### config.mk
export PLATFORM = sky130hd
export DESIGN_NAME = control_sequencer
export DESIGN_NICKNAME = d
export VERILOG_FILES = /design/src/rtl/control_sequencer.sv
export SDC_FILE = /design/constraint.sdc
export NUM_CORES = 1
export LEC_CHECK = 0
export BUFFER_PORTS_ARGS = -buffer_cell sky130_fd_sc_hd__buf_2
export CORE_MARGIN = 8
export CORE_UTILIZATION = 39
export CTS_CLUSTER_SIZE = 16
export DETAILED_ROUTE_END_ITERATION = 12
export PLACE_DENSITY = 0.71
export SYNTH_ARGS = -nofsm -noshare
export SYNTH_HDL_FRONTEND = slang
export SYNTH_SLANG_ARGS = --single-unit
### constraint.sdc
create_clock -name clock -period 3.7 [get_ports clock]
set_input_delay 0 -clock clock [delete_from_list [all_inputs] [get_ports clock]]
set_output_delay 0 -clock clock [all_outputs]
set_load 0.02 [all_outputs]
### src/rtl/control_sequencer.sv
`default_nettype none
// ==== control_sequencer : FETCH/DECODE/EXECUTE/WRITEBACK sequencer driving a 4x8 register file (rev 1.0) ====
module control_sequencer #(
   parameter int DATA_W   = 8,
   parameter int PC_W     = 8,
   parameter int PC_RESET = 0
) (
   input  logic              clock,
   input  logic              reset,
   input  logic              instr_valid,
   input  logic [7:0]        instr,
   output logic              instr_ready,
   input  logic [DATA_W-1:0] operand_a,
   input  logic [DATA_W-1:0] operand_b,
   output logic [1:0]        read_reg1,
   output logic [1:0]        read_reg2,
   output logic [1:0]        write_reg,
   output logic [DATA_W-1:0] write_data,
   output logic              signal_regwrite,
   output logic [PC_W-1:0]   pc,
   output logic              busy,
   output logic [7:0]        retired
);

   typedef enum logic [1:0] {
      FETCH     = 2'd0,
      DECODE    = 2'd1,
      EXECUTE   = 2'd2,
      WRITEBACK = 2'd3
   } state_t;

   localparam logic [1:0] c_OP_ADD  = 2'b00;
   localparam logic [1:0] c_OP_SUB  = 2'b01;
   localparam logic [1:0] c_OP_ADDI = 2'b10;

   state_t              state_q, state_d;
   logic [7:0]          ir_q, ir_d;
   logic [PC_W-1:0]     pc_q, pc_d;
   logic [DATA_W-1:0]   wdata_q, wdata_d;
   logic [7:0]          retired_q, retired_d;

   logic [1:0]          w_op;
   logic [DATA_W-1:0]   w_imm;
   logic [PC_W-1:0]     w_off;

   assign w_op  = ir_q[7:6];
   assign w_imm = {{(DATA_W-2){ir_q[1]}}, ir_q[1:0]};
   // Jump offset is relative to the pc already incremented at accept.
   assign w_off = {{(PC_W-6){ir_q[5]}}, ir_q[5:0]};

   always_ff @(posedge clock or posedge reset) begin
      if (reset) begin
         state_q   <= FETCH;
         ir_q      <= 8'd0;
         pc_q      <= PC_W'(PC_RESET);
         wdata_q   <= '0;
         retired_q <= 8'd0;
      end else begin
         state_q   <= state_d;
         ir_q      <= ir_d;
         pc_q      <= pc_d;
         wdata_q   <= wdata_d;
         retired_q <= retired_d;
      end
   end

   always_comb begin
      state_d   = state_q;
      ir_d      = ir_q;
      pc_d      = pc_q;
      wdata_d   = wdata_q;
      retired_d = retired_q;
      case (state_q)
         FETCH: begin
            if (instr_valid) begin
               ir_d    = instr;
               pc_d    = pc_q + PC_W'(1);
               state_d = DECODE;
            end
         end
         DECODE: begin
            state_d = EXECUTE;
         end
         EXECUTE: begin
            state_d = WRITEBACK;
            case (w_op)
               c_OP_ADD:  wdata_d = operand_a + operand_b;
               c_OP_SUB:  wdata_d = operand_a - operand_b;
               c_OP_ADDI: wdata_d = operand_a + w_imm;
               default: begin
                  pc_d      = pc_q + w_off;
                  retired_d = retired_q + 8'd1;
                  state_d   = FETCH;
               end
            endcase
         end
         WRITEBACK: begin
            retired_d = retired_q + 8'd1;
            state_d   = FETCH;
         end
         default: state_d = FETCH;
      endcase
   end

   assign instr_ready     = (state_q == FETCH);
   assign busy            = (state_q != FETCH);
   assign signal_regwrite = (state_q == WRITEBACK);
   assign read_reg1       = ir_q[5:4];
   assign read_reg2       = ir_q[3:2];
   assign write_reg       = (w_op == c_OP_ADDI) ? ir_q[3:2] : ir_q[1:0];
   assign write_data      = wdata_q;
   assign pc              = pc_q;
   assign retired         = retired_q;

endmodule
`default_nettype wire

==> flow_summary.ini <==
[critical_path]
critPathLaunchType = register
worstPathRequired_ns = 3.88
ff2ff_setup_slack_ns = 0.84
timing_worst_setup_path_type = reg -> reg
path_cells = inv_1 -> ha_1 -> and2_1 -> a21oi_1 -> o21ai_0 -> inv_1 -> fa_1 -> nor2b_1 -> o21ai_0 -> a21boi_0 -> o21ai_0 -> mux2i_1 -> nand2_1
crit_fanout = 7
reg2reg_to = write_data[6]
cpMostUsedCell = o21ai_0
endpoint_kind = register
cpPeakStageDelay_ns = 0.44
r2r_cells = 13
rr_startpoint = ir_q[6]
cpMaxStageDelayCell = fa_1
arrival_ns = 3.04
path_buf_inv = 2
critical_path.top_delay_family = compound AO/OA/AOI/OAI gates

[synthesis]
ys_seq_elements = 34
synth_seq_area_share_pct = 36.8
ys_warn_count = 0
synth_edf_count = 0
synth-main-ff-cell = dfrtp_1
synthArstFlopShare_pct = 100
synthCells = 254
syn_area_per_cell_um2 = 9.11
synth.distinct_cells = 37
netlist_area_mm2 = 0.00231
synth_nets = 302

[cells_and_area]
nNetsFinal = 366
n_antenna_cell = 0
postLayoutCellArea_mm2 = 0.00287
area_delta_synth_final_pct = 24.0
drive_above_1_share_pct = 25.7

[detailed_routing]
drt-vias-per-instance = 4.99
drcViolationCount = 0
postRouteAntennaNets = 0
drt_iter0_drc = 70
num_vias = 1965
firstDrtPassIters = 4
wire_per_inst_um = 13.8
routed_wl_um = 5430

[die]
coreArea_mm2 = 0.00582
dieArea_mm2 = 0.00865
die_y_um = 93.0
io_pins = 60
start_util_pct = 39.8
row_count = 28
die_w_um = 93.0

[place]
gp_congestion = 0.845
portBuffers = 59
place_ws_ns = 0.832
placed_area_mm2 = 0.00263
hpwl_um = 4260

[cts]
numCtsBuffers = 5
hold_buffers = 10
cts_sinks = 34
path_clk_slew_ns = 0.07
worstSkewPairLatency_ns = 0.29
cts_buffer_depth = 2
cts_setup_buffers = 0
htreeDepth = 2
cts_tree = built
root_buffer = clkbuf_8
cts_resized = 0

[hold_path]
hp-class = in -> reg
whs_endpoint = write_data[0]
worstHoldPathCells = 3
hold_start = operand_a[0]

[flow_run]
cap_viol_max_count = 0

[power]
p_switching_mw = 1.26
max-vdd-ir-drop_uv = 430
p_comb_share_pct = 59.6
power_density_mw_per_mm2 = 963
seqPwrFrac_pct = 25.3
p_total_mw = 2.76
switching_share_pct = 45.6
clkPwrFrac_pct = 15.1
power.internal_mw = 1.50
power_leakage_nw = 1.41

[timing]
worst_slack_ns = 0.837
setup-tns-final_ns = 0
period_share_pct = 77.4
relSlewSlack_pct = 59.3
whs_ns = 0.0932
skew_ns = 0.00710
rsz0062_at_grt = no
finalHoldViolCount = 0
tightest_slew_ns = 0.610
setup_viol = 0
slew_viol_final = 0
period_needed_ns = 2.86
fmax_ghz = 0.349

[global_route]
grtUsageTotal_pct = 12.8
grt_pass1_wl_um = 9020
grt_overflow = 0
grt_pass1_vias = 1962
grt_max_degree = 35
antenna_found_initial = 0

[status]
status = complete, no violations
==> cells in the mapped netlist (6+ instances only) <==
library cell / number / area (um^2)
xnor2_1: 7 / 61.3
inv_1: 21 / 78.8
nor2_1: 12 / 45.0
xor2_1: 10 / 87.6
ha_1: 19 / 238
mux2_2: 11 / 124
o21ai_0: 25 / 125
clkbuf_1: 6 / 22.5
dfrtp_1: 34 / 851
nand2_1: 28 / 105
and2_1: 7 / 43.8
a31oi_1: 6 / 37.5
a21oi_1: 13 / 65.1
==> layout make-up <==
class	count	area, um^2
Clock buffer	5	68.8
Clock inverter	3	68.8
Fill cell	587	2950
Inverter	21	78.8
Multi-Input combinational cell	186	1300
Sequential cell	34	851
Tap cell	75	93.8
Timing Repair Buffer	70	403
==> layer usage <==
layer / track usage, % / share of wire, % / vias to the layer above
met5: 0 / 0 / -
met4: 5.23 / 0.96 / 0
met3: 4.17 / 6.9 / 5
met2: 20.7 / 49 / 46
met1: 15.4 / 43 / 918
li1: - / - / 996
==> registers in the layout, summed over array words and instances (netlist names) <==
signal / flops
ir_q: 8
pc: 8
retired: 8
write_data: 8
state_q: 2
==> cell usage in the layout, fill, tap and decap left out, types with 2 or more instances in the layout <==
cell	n
o31ai_1	2
xnor2_1	7
nor3b_1	4
mux2i_1	2
o21a_1	3
bufinv_16	2
nand2b_1	2
and2_1	7
a21o_1	3
nand3b_1	2
nand4_1	4
clkbuf_8	5
and3_1	2
nor2b_1	3
fa_1	2
nand3_1	2
a31oi_1	6
nor2_1	12
o21ai_0	25
xor2_1	10
or3_4	2
dlygate4sd3_1	10
a21oi_1	13
a211oi_1	4
dfrtp_1	34
nand2_1	28
a21boi_0	2
mux2_2	11
o22ai_1	3
buf_2	59
ha_1	19
inv_1	21
or3_1	2
==> power groups by stage <==
stage                     logic [mW]  clock network [mW]  registers, mW
final                           1.65               0.417          0.698
after global routing            1.85               0.441          0.728
after CTS                       1.67               0.426          0.704
after detailed placement        1.65                   0          0.709
after global placement          1.62                   0          0.700
after floorplan                 1.15                   0          0.824
==> logic make-up (layout without fill, tap and decap cells) <==
kind of cell / Yosys count / after routing / synth area share, %
XOR/XNOR: 17 / 17 / 6.44
adder cells (fa/ha/maj): 21 / 21 / 12.0
multiplexers: 13 / 13 / 6.22
buffers and inverters: 34 / 99 / 6.87
AO/OA/AOI/OAI: 64 / 64 / 16.2
flip-flops: 34 / 34 / 36.8
AND/OR/NAND/NOR: 71 / 71 / 15.5
==> worst max-delay path by stage <==
stage,end,cells past startpoint,startpoint
final,write_data[6],13,ir_q[6]
after global routing,write_data[6],13,ir_q[6]
after CTS,write_data[6],13,ir_q[6]
after detailed placement,write_data[6],13,ir_q[6]
after global placement,write_data[6],13,ir_q[6]
after floorplan,write_data[6],15,ir_q[6]
==> per-stage QoR <==
| step | instances | util [%] |
|---|---|---|
| 2_1_floorplan | 254 | - |
| 3_3_place_gp | 376 | 45.2 |
| 3_5_place_dp | 376 | 45.2 |
| 4_1_cts | 394 | 49.3 |
| 5_1_grt | 394 | 49.3 |
| 6_report | 394 | 49.3 |
==> worst register-to-register path, delay by kind of cell (launching register included) <==
kind                     cells  cell delay (ns)
AO/OA/AOI/OAI                5             0.82
adder cells (fa/ha/maj)      2             0.72
buffers and inverters        2             0.18
flip-flops                   1             0.41
multiplexers                 1             0.16
AND/OR/NAND/NOR              3             0.47
No activity file was read; power rests on OpenSTA's default activity.
